## config.mk

```make
export PLATFORM = sky130hd
export DESIGN_NAME = quadencoder_velocity
export DESIGN_NICKNAME = d
export VERILOG_FILES = /design/src/rtl/quadencoder_velocity.sv
export SDC_FILE = /design/constraint.sdc
export NUM_CORES = 1
export LEC_CHECK = 0
export ABC_AREA = 0
export BUFFER_PORTS_ARGS = -buffer_cell sky130_fd_sc_hd__buf_4
export CAP_MARGIN = 40
export CELL_PAD_IN_SITES_DETAIL_PLACEMENT = 0
export CELL_PAD_IN_SITES_GLOBAL_PLACEMENT = 2
export CORE_UTILIZATION = 25
export CTS_BUF_LIST = sky130_fd_sc_hd__clkbuf_8
export CTS_CLUSTER_DIAMETER = 30
export DETAILED_ROUTE_END_ITERATION = 8
export GPL_TIMING_DRIVEN = 0
export PLACE_DENSITY_LB_ADDON = 0.05
export SLEW_MARGIN = 20
export SYNTH_ARGS = -nofsm -noshare
export SYNTH_HDL_FRONTEND = slang
export SYNTH_SLANG_ARGS = --single-unit
```

## constraint.sdc

```tcl
create_clock -name clk -period 8.96 [get_ports clk]
set_input_delay 0.448 -clock clk [delete_from_list [all_inputs] [get_ports clk]]
set_output_delay 0.448 -clock clk [all_outputs]
set_load 0.01 [all_outputs]
```

## src/rtl/quadencoder_velocity.sv

```systemverilog
// Speed measurement behind the quadrature counter: windowed velocity, edge-to-edge
// period, direction and stall flag, all derived from the counter's signed position word.
module quadencoder_velocity #(
   parameter int BITS          = 32,
   parameter int VEL_BITS      = 24,
   parameter int PERIOD_BITS   = 24,
   parameter int WINDOW_CYCLES = 50000
) (
   input  logic                       clk,
   input  logic                       rst_n,
   input  logic [BITS-1:0]            position,
   input  logic                       pos_clear,
   output logic signed [VEL_BITS-1:0] velocity,
   output logic                       vel_valid,
   output logic [PERIOD_BITS-1:0]     period,
   output logic                       direction,
   output logic                       stalled
);

   localparam int WC_BITS = $clog2(WINDOW_CYCLES);
   localparam logic [WC_BITS-1:0] WC_LAST = WC_BITS'(WINDOW_CYCLES - 1);

   // Velocity saturation limits, sign-extended to the position width.
   localparam logic signed [BITS-1:0] VEL_MAX =
      {{(BITS-VEL_BITS+1){1'b0}}, {(VEL_BITS-1){1'b1}}};
   localparam logic signed [BITS-1:0] VEL_MIN =
      {{(BITS-VEL_BITS+1){1'b1}}, {(VEL_BITS-1){1'b0}}};

   typedef enum logic [1:0] {
      S_IDLE,
      S_FIRST,
      S_RUN
   } pstate_t;

   logic [BITS-1:0]         pos_q;
   logic [BITS-1:0]         pos_q_d;
   logic                    clr_q;
   logic [WC_BITS-1:0]      wcnt;
   logic [BITS-1:0]         baseline;
   logic [PERIOD_BITS-1:0]  pcnt;
   pstate_t                 state;

   logic signed [BITS-1:0]  step;
   logic signed [BITS-1:0]  delta;
   logic signed [VEL_BITS-1:0] vel_sat;
   logic                    chg;
   logic                    inc;
   logic                    same_dir;
   logic                    pcnt_full;
   logic [PERIOD_BITS-1:0]  pcnt_next_sat;

   // NOTE: every signal assigned here gets a value on every path, so no latch can form.
   always_comb begin
      step          = $signed(pos_q - pos_q_d);
      // The cycle after a clear compares zero against the stale position; that is not motion.
      chg           = (step != '0) && !clr_q;
      inc           = !step[BITS-1];
      same_dir      = (inc == direction);
      pcnt_full     = (pcnt == '1);
      pcnt_next_sat = pcnt_full ? pcnt : pcnt + 1'b1;
      delta         = $signed(pos_q - baseline);
      vel_sat       = delta[VEL_BITS-1:0];
      if (delta > VEL_MAX)
         vel_sat = VEL_MAX[VEL_BITS-1:0];
      else if (delta < VEL_MIN)
         vel_sat = VEL_MIN[VEL_BITS-1:0];
   end

   // NOTE: registered state uses non-blocking assignments so every flop samples pre-edge values.
   always_ff @(posedge clk) begin
      if (!rst_n) begin
         pos_q     <= '0;
         pos_q_d   <= '0;
         clr_q     <= 1'b0;
         wcnt      <= '0;
         baseline  <= '0;
         velocity  <= '0;
         vel_valid <= 1'b0;
      end else begin
         pos_q     <= position;
         pos_q_d   <= pos_q;
         clr_q     <= pos_clear;
         vel_valid <= 1'b0;
         if (pos_clear) begin
            wcnt     <= '0;
            baseline <= '0;
         end else if (wcnt == WC_LAST) begin
            wcnt      <= '0;
            baseline  <= pos_q;
            velocity  <= vel_sat;
            vel_valid <= 1'b1;
         end else begin
            wcnt <= wcnt + 1'b1;
         end
      end
   end

   always_ff @(posedge clk) begin
      if (!rst_n) begin
         state     <= S_IDLE;
         pcnt      <= '0;
         period    <= '1;
         direction <= 1'b0;
         stalled   <= 1'b1;
      end else if (pos_clear) begin
         state   <= S_IDLE;
         pcnt    <= '0;
         period  <= '1;
         stalled <= 1'b1;
      end else begin
         pcnt <= chg ? '0 : pcnt_next_sat;
         case (state)
            S_IDLE: begin
               if (chg) begin
                  state     <= S_FIRST;
                  direction <= inc;
               end
            end
            S_FIRST: begin
               if (chg) begin
                  if (same_dir) begin
                     state   <= S_RUN;
                     period  <= pcnt_next_sat;
                     stalled <= 1'b0;
                  end else begin
                     direction <= inc;
                  end
               end
            end
            S_RUN: begin
               if (chg) begin
                  if (same_dir) begin
                     period <= pcnt_next_sat;
                  end else begin
                     state     <= S_FIRST;
                     period    <= '1;
                     stalled   <= 1'b1;
                     direction <= inc;
                  end
               end else if (pcnt_full) begin
                  state   <= S_IDLE;
                  period  <= '1;
                  stalled <= 1'b1;
               end
            end
            default: begin
               state   <= S_IDLE;
               period  <= '1;
               stalled <= 1'b1;
            end
         endcase
      end
   end

endmodule

```

==> results by group, run 1 <==
Status
  – Run status: complete, no violations

Hold path
  – Hold crit path type: in -> reg

Route
  – DRC: 0
  – Total wire length: 31,000 um
  – DR iter-0 viols: roughly 310
  – Antenna Nets Post-Route: 0
  – Drt pass-1 iters: 4
  – Via count: approximately 8,500
  – Via density: 4.58
  – Wire length per cell: between 15 and 20 um

Global routing
  – Global-route wire length before repair: 49,800 um
  – Vias in the first global route: about 8,700
  – GRT Overall Usage: 15.7%
  – Initial antenna violation count: 0
  – Largest net degree at the start of global routing: 19
  – Gr ovfl total: 0

Placement
  – Placed Cells incl. Taps: between 1,500 and 2,000
  – Placer Congestion: between 0.7 and 0.8
  – HPWL after detailed placement: between 20,000 and 25,000 um
  – Port Buffers: 85

Floorplan
  – DIE HEIGHT: just over 200 um
  – Core area: between 0.04 and 0.05 mm2
  – Chip width: approximately 200 um
  – Site Rows: 73
  – I/O pin cnt: between 80 and 90
  – Die ar.: approximately 0.042 mm2
  – Initial Utilization: between 20% and 30%

Timing
  – Setup TNS: 0 ns
  – Max-slew violations: 0
  – Final setup vio count: 0
  – Final worst path period share: around three fifths
  – RSZ-0062 raised after global routing: false
  – Relative slew slack: between 40% and 50%
  – Post-route minimum period: between 5 and 6 ns
  – Fmax: about 0.19 GHz
  – Final setup skew: around 0.021 ns
  – Final Hold Vio Count: 0
  – Worst Tran Pin Value: roughly 0.77 ns

Finish
  – Final nets: about 1,400
  – Antenna diodes: 0
  – Most frequent cells in the layout: 190 x dfxtp_1, 114 x nor2_1, 91 x inv_1, 89 x buf_4, 86 x a21oi_1
  – Final cell count without fillers: 1,854
  – Layout cells sized above 1: between 10% and 20%
  – Area growth, synth to finish: 16.7%
  – Commonest non-fill, non-tap cell in the layout: dfxtp_1
  – FILL cells: roughly 4,400

Critical path
  – WP data arrival: ~5.7 ns
  – Startpoint Class: flop
  – Worst endpoint required time: approximately 9.5 ns
  – Crit Path Class: reg -> reg
  – Critical Path Fanout Max: 10
  – CP Capture Type: flop

Clocking
  – H-tree lvl count: 4
  – Cts hold-fix bufs: 0
  – Clock sink count: between 150 and 200
  – Post-CTS Setup Bufs: 0
  – TritonCTS clock tree: built
  – # resized after CTS: 0
  – Clk buf depth: 2
  – CTS Root Cell: clkbuf_8
  – Clk slew on worst S/H paths: 0.12 ns
  – Worst-Skew Late Latency: ~0.56 ns
  – Num CTS Buffers: 17

Synthesis
  – Library cells used by synthesis: just under 80
  – Post-synth EDFFs: 0
  – Post-Syn Area: just over 0.01 mm2
  – Synthesized net count: ~1,300
  – Synthesis warning total: 0
  – Post-synth ARST share: 0%
  – Synth Register Bits: 190
  – Post-synthesis sequential area ratio: between 30% and 40%
  – Synth Flop Type: dfxtp_1
  – Post-synthesis cell count: about 1,200
  – Syn_area_per_cell: roughly 8.5 um2

Power
  – P per Cell Area: about 160 mW/mm2
  – Worst IR Drop VDD: 0.0985 mV
  – Lkg Pwr: 4.67 nW

Job
  – Max-Cap Viols: 0
-- layout make-up --
type	instances	area [um2]	area share [%]
Tap cell	525	657	5.47
Timing Repair Buffer	88	664	5.53
Sequential cell	190	3800	31.7
Buffer	48	211	1.76
Clock inverter	15	150	1.25
Inverter	91	342	2.84
Clock buffer	17	234	1.95
Multi-Input combinational cell	880	5950	49.5
-- per-layer routing --
| metal | wire, um | vias to the layer above | part of all wire, % | global-route usage, % |
|---|---|---|---|---|
| li1 | - | 4500 | - | - |
| met2 | 14500 | 108 | 47 | 25.9 |
| met1 | 15000 | 3854 | 48 | 20.4 |
| met5 | 0 | - | 0 | 0 |
| met4 | 553 | 0 | 1.8 | 6.11 |
| met3 | 931 | 26 | 3.0 | 2.48 |
-- critical path, stage by stage, from the launching register on --
cell	delay, ns
dfxtp_1	0.42
ha_1	0.25
buf_2	0.18
a211o_1	0.28
a32o_1	0.22
nor3_1	0.30
o2111ai_1	0.29
a2111oi_0	0.61
and4_1	0.30
nand4_1	0.12
or4_1	0.53
o41ai_2	0.46
buf_4	0.28
nor2_2	0.09
o2111ai_2	0.36
buf_2	0.30
o32a_1	0.18
-- where the power goes --
group | switching, mW | internal [mW]
Sequential | 0.0174 | 0.864
Clock | 0.364 | 0.228
Combinational | 0.257 | 0.171
-- cell usage after synthesis, types with 3 or more instances --
master | instances | share of area, %
or2_2 | 3 | 0.18
nand4_1 | 21 | 1.3
nor3_1 | 27 | 1.3
buf_2 | 7 | 0.34
o2111ai_1 | 4 | 0.34
nand2_1 | 65 | 2.4
mux2i_1 | 5 | 0.49
o211ai_1 | 8 | 0.58
nand2b_1 | 9 | 0.55
xnor2_1 | 50 | 4.3
o21ai_1 | 5 | 0.24
a22o_1 | 32 | 2.7
nand3_1 | 41 | 2.0
clkbuf_1 | 33 | 1.2
a31oi_1 | 7 | 0.43
xor2_1 | 32 | 2.7
o32a_1 | 25 | 2.4
inv_1 | 90 | 3.3
nor2_1 | 114 | 4.2
dfxtp_1 | 190 | 37
ha_1 | 68 | 8.3
and3_1 | 13 | 0.79
or3_1 | 4 | 0.24
o21bai_1 | 12 | 0.88
a211oi_1 | 6 | 0.44
buf_1 | 4 | 0.15
o21ai_0 | 60 | 2.9
a21o_1 | 24 | 1.8
o31ai_1 | 3 | 0.22
o21a_1 | 13 | 0.95
nor2b_1 | 10 | 0.61
and2_1 | 70 | 4.3
nor4_1 | 9 | 0.55
a21oi_1 | 86 | 4.2
-- path summary, 6_finish.rpt --
check,cells past startpoint,slack [ns],start,endpoint
max,16,3.72,pos_q[10]$_SDFF_PN0_,period[23]$_SDFFE_PP1P_
min,2,0.09,position[9],pos_q[9]$_SDFF_PN0_
max reg2reg,16,3.72,pos_q[10]$_SDFF_PN0_,period[23]$_SDFFE_PP1P_
min reg2reg,1,0.46,wcnt[0]$_SDFF_PP0_,wcnt[0]$_SDFF_PP0_
-- through the flow --
stage / power (mW) / util [%] / setup WS (ns) / instance area (um2) / hold WS [ns]
after floorplan: 1.20 / - / 5.12 / 10300 / 0.418
after global placement: 1.34 / 28.8 / 3.43 / 11600 / 0.435
after detailed placement: 1.34 / 28.9 / 3.52 / 11600 / 0.441
after CTS: 1.95 / 29.9 / 3.46 / 12000 / 0.0340
after global routing: 2.03 / 29.9 / 3.35 / 12000 / 0.0513
final: 1.90 / 29.9 / 3.72 / 12000 / 0.0911
-- state kept, by name, summed over array words and instances (netlist names) --
name	count
baseline	32
pos_q	32
pos_q_d	32
pcnt	24
period	24
velocity	24
wcnt	16
state	2
clr_q	1
direction	1
stalled	1
vel_valid	1
-- logic make-up (layout without fill, tap and decap cells) --
family | count (synthesis) | in the layout | synth area share, %
AO/OA/AOI/OAI | 321 | 321 | 22.0
XOR/XNOR | 82 | 82 | 6.98
adder cells (fa/ha/maj) | 69 | 69 | 8.46
buffers and inverters | 139 | 259 | 5.37
flip-flops | 190 | 190 | 37.0
multiplexers | 6 | 6 | 0.596
AND/OR/NAND/NOR | 402 | 402 | 19.6
Note: power is estimated with default switching activity, not from simulation.
==> run 2: changes to the inputs <==
- clock period: 8.96 -> 5.2 ns (I/O delays scaled with it)
==> run 2 against run 1 <==
Compared with the run above:
- routed wire length rose by 0.83%
- via count rose by 1.3%
- largest cell class unchanged
- sequential share of layout area fell by 0.92 points
- critical endpoint is now period[19]$_SDFFE_PP1P_
==> results by group, run 2 (synthesis gave the netlist of run 1 again) <==
Route
  – Antenna Nets Post-Route: 0
  – DR iter-0 viols: ~300
  – Wire length per cell: roughly 17 um
  – DRC: 0
  – Drt pass-1 iters: 4
  – Total wire length: between 30,000 and 40,000 um
  – Via density: between 4 and 5
  – Via count: 8,596

Finish
  – Biggest regs: baseline: 32 flops, pos_q: 32 flops, pos_q_d: 32 flops
  – Antenna diodes: 0
  – Final cell count without fillers: roughly 1,900
  – Area of the multi-input gates: 0.00597 mm2
  – Layout cells sized above 1: around 11%
  – Commonest non-fill, non-tap cell in the layout: dfxtp_1
  – Most frequent cells in the layout: 190 x dfxtp_1, 114 x nor2_1, 91 x inv_1, 89 x buf_4, 86 x a21oi_1
  – Final core occ: a little under a third
  – FF+latch area: about 0.0038 mm2
  – FILL cells: ~4,400
  – Area growth, synth to finish: 20.2%
  – Final nets: roughly 1,500

Timing
  – Final Hold Vio Count: 0
  – Setup TNS: 0 ns
  – Final worst path period share: approximately 92%
  – Post-route minimum period: 4.80 ns
  – PnR worst setup slack: about 0.40 ns
  – Worst Tran Pin Value: approximately 0.83 ns
  – RSZ-0062 raised after global routing: false
  – Relative slew slack: 44.4%
  – Final setup skew: between 0.02 and 0.025 ns
  – Final setup vio count: 0
  – Max-slew violations: 0
  – Fmax: between 0.2 and 0.25 GHz

Placement
  – Port Buffers: 85
  – Pre-CTS setup slack: -0.243 ns
  – Placed Cells incl. Taps: 1,822
  – HPWL after detailed placement: 24,700 um
  – Placer Congestion: 0.791

Critical path
  – R2R cell count: 16
  – WP data arrival: between 5 and 6 ns
  – Slowest library cell on the worst path: or4_1
  – Delay-heaviest family, CP: compound AO/OA/AOI/OAI gates
  – End of the critical path: period[19]$_SDFFE_PP1P_
  – Worst endpoint required time: between 5 and 6 ns
  – CP Buf/Inv Count: 3
  – CP Capture Type: flop
  – Crit Path Class: reg -> reg
  – Worst r2r dst: period[19]$_SDFFE_PP1P_
  – CP Depth: 16
  – Critical path, cell by cell: ha_1 -> buf_2 -> a211o_1 -> a32o_1 -> nor3_1 -> o2111ai_1 -> a2111oi_2 -> and4_1 -> nand4_1 -> or4_1 -> o41ai_4 -> buf_4 -> nor2_2 -> o21a_4 -> buf_6 -> o32a_1
  – Critical Path Fanout Max: 10
  – R2r setup slk: a little under 0.4 ns
  – Worst setup startpoint: pos_q[10]$_SDFF_PN0_
  – Crit path largest cell delay: roughly 0.56 ns
  – Startpoint Class: flop
  – RR Startpoint: pos_q[10]$_SDFF_PN0_

Global routing
  – GRT Overall Usage: roughly 16%
  – Largest net degree at the start of global routing: 19
  – Global-route wire length before repair: around 50,000 um
  – Initial antenna violation count: 0
  – Gr ovfl total: 0
  – Vias in the first global route: a little under 9,000

Floorplan
  – Die ar.: about 0.042 mm2
  – I/O pin cnt: 86
  – Chip width: 205 um
  – Initial Utilization: about 26%
  – Core area: between 0.04 and 0.05 mm2
  – DIE HEIGHT: between 200 and 250 um
  – Site Rows: 73

Clocking
  – H-tree lvl count: 4
  – Worst-Skew Late Latency: roughly 0.56 ns
  – Num CTS Buffers: 17
  – CTS Root Cell: clkbuf_8
  – TritonCTS clock tree: built
  – Clock sink count: between 150 and 200
  – Clk slew on worst S/H paths: 0.12 ns
  – Clk buf depth: 2

Power
  – Tot Pwr: between 3 and 4 mW
  – Worst IR Drop VDD: 0.171 mV
  – P per Cell Area: about 270 mW/mm2
  – Lkg Pwr: between 4 and 5 nW

Hold path
  – Hold crit path type: in -> reg

Status
  – Run status: complete, no violations

Job
  – Max-Cap Viols: 0
## run 2: worst min-delay path by stage
stage	from	end	slack [ns]	cells after the start
6_report	rst_n	state[0]$_SDFFE_PP0P_	0.17	4
5_1_grt	rst_n	state[0]$_SDFFE_PP0P_	0.17	4
4_1_cts	rst_n	state[0]$_SDFFE_PP0P_	0.12	4
3_5_place_dp	wcnt[0]$_SDFF_PP0_	wcnt[0]$_SDFF_PP0_	0.44	1
3_3_place_gp	wcnt[0]$_SDFF_PP0_	wcnt[0]$_SDFF_PP0_	0.44	1
2_1_floorplan	pos_clear	clr_q$_SDFF_PN0_	0.38	1
## run 2: worst reg2reg max path, stage by stage (launching register included)
cell,delay (ns)
dfxtp_1,0.41
ha_1,0.25
buf_2,0.18
a211o_1,0.28
a32o_1,0.22
nor3_1,0.30
o2111ai_1,0.28
a2111oi_2,0.36
and4_1,0.26
nand4_1,0.11
or4_1,0.56
o41ai_4,0.37
buf_4,0.26
nor2_2,0.10
o21a_4,0.26
buf_6,0.15
o32a_1,0.32
## run 2: layout make-up
| cell class | count | share of cell area [%] |
|---|---|---|
| Clock buffer | 17 | 1.89 |
| Inverter | 91 | 2.76 |
| Multi-Input combinational cell | 880 | 48.3 |
| Tap cell | 525 | 5.31 |
| Clock inverter | 15 | 1.21 |
| Timing Repair Buffer | 121 | 8.04 |
| Buffer | 48 | 1.71 |
| Sequential cell | 190 | 30.8 |
## run 2: timing repair
| action | CTS | global route |
|---|---|---|
| buffers inserted | 0 | 0 |
| hold buffers | 33 | 0 |
| setup endpoints to repair | 46 | 20 |
| hold endpoints to repair | 33 | 0 |
| resized for setup | 3 | 1 |
## run 2: where the power goes
group,internal (mW),leakage (nW),switching [mW]
Sequential,1.49,1.55,0.0300
Combinational,0.312,3.08,0.454
Clock,0.392,0.193,0.630
## run 2: routing by layer
layer  wire length (um)  track usage (%)
met3                676             2.48
met2              14700             26.1
met4                546             6.11
met5                  0                0
met1              15300             20.6
## run 2: per-stage QoR
step,instance area [um2],hold WS (ns)
global placement,11600,0.435
floorplan,10300,0.382
global route,12400,0.165
detailed placement,11600,0.441
CTS,12400,0.117
finish,12400,0.170
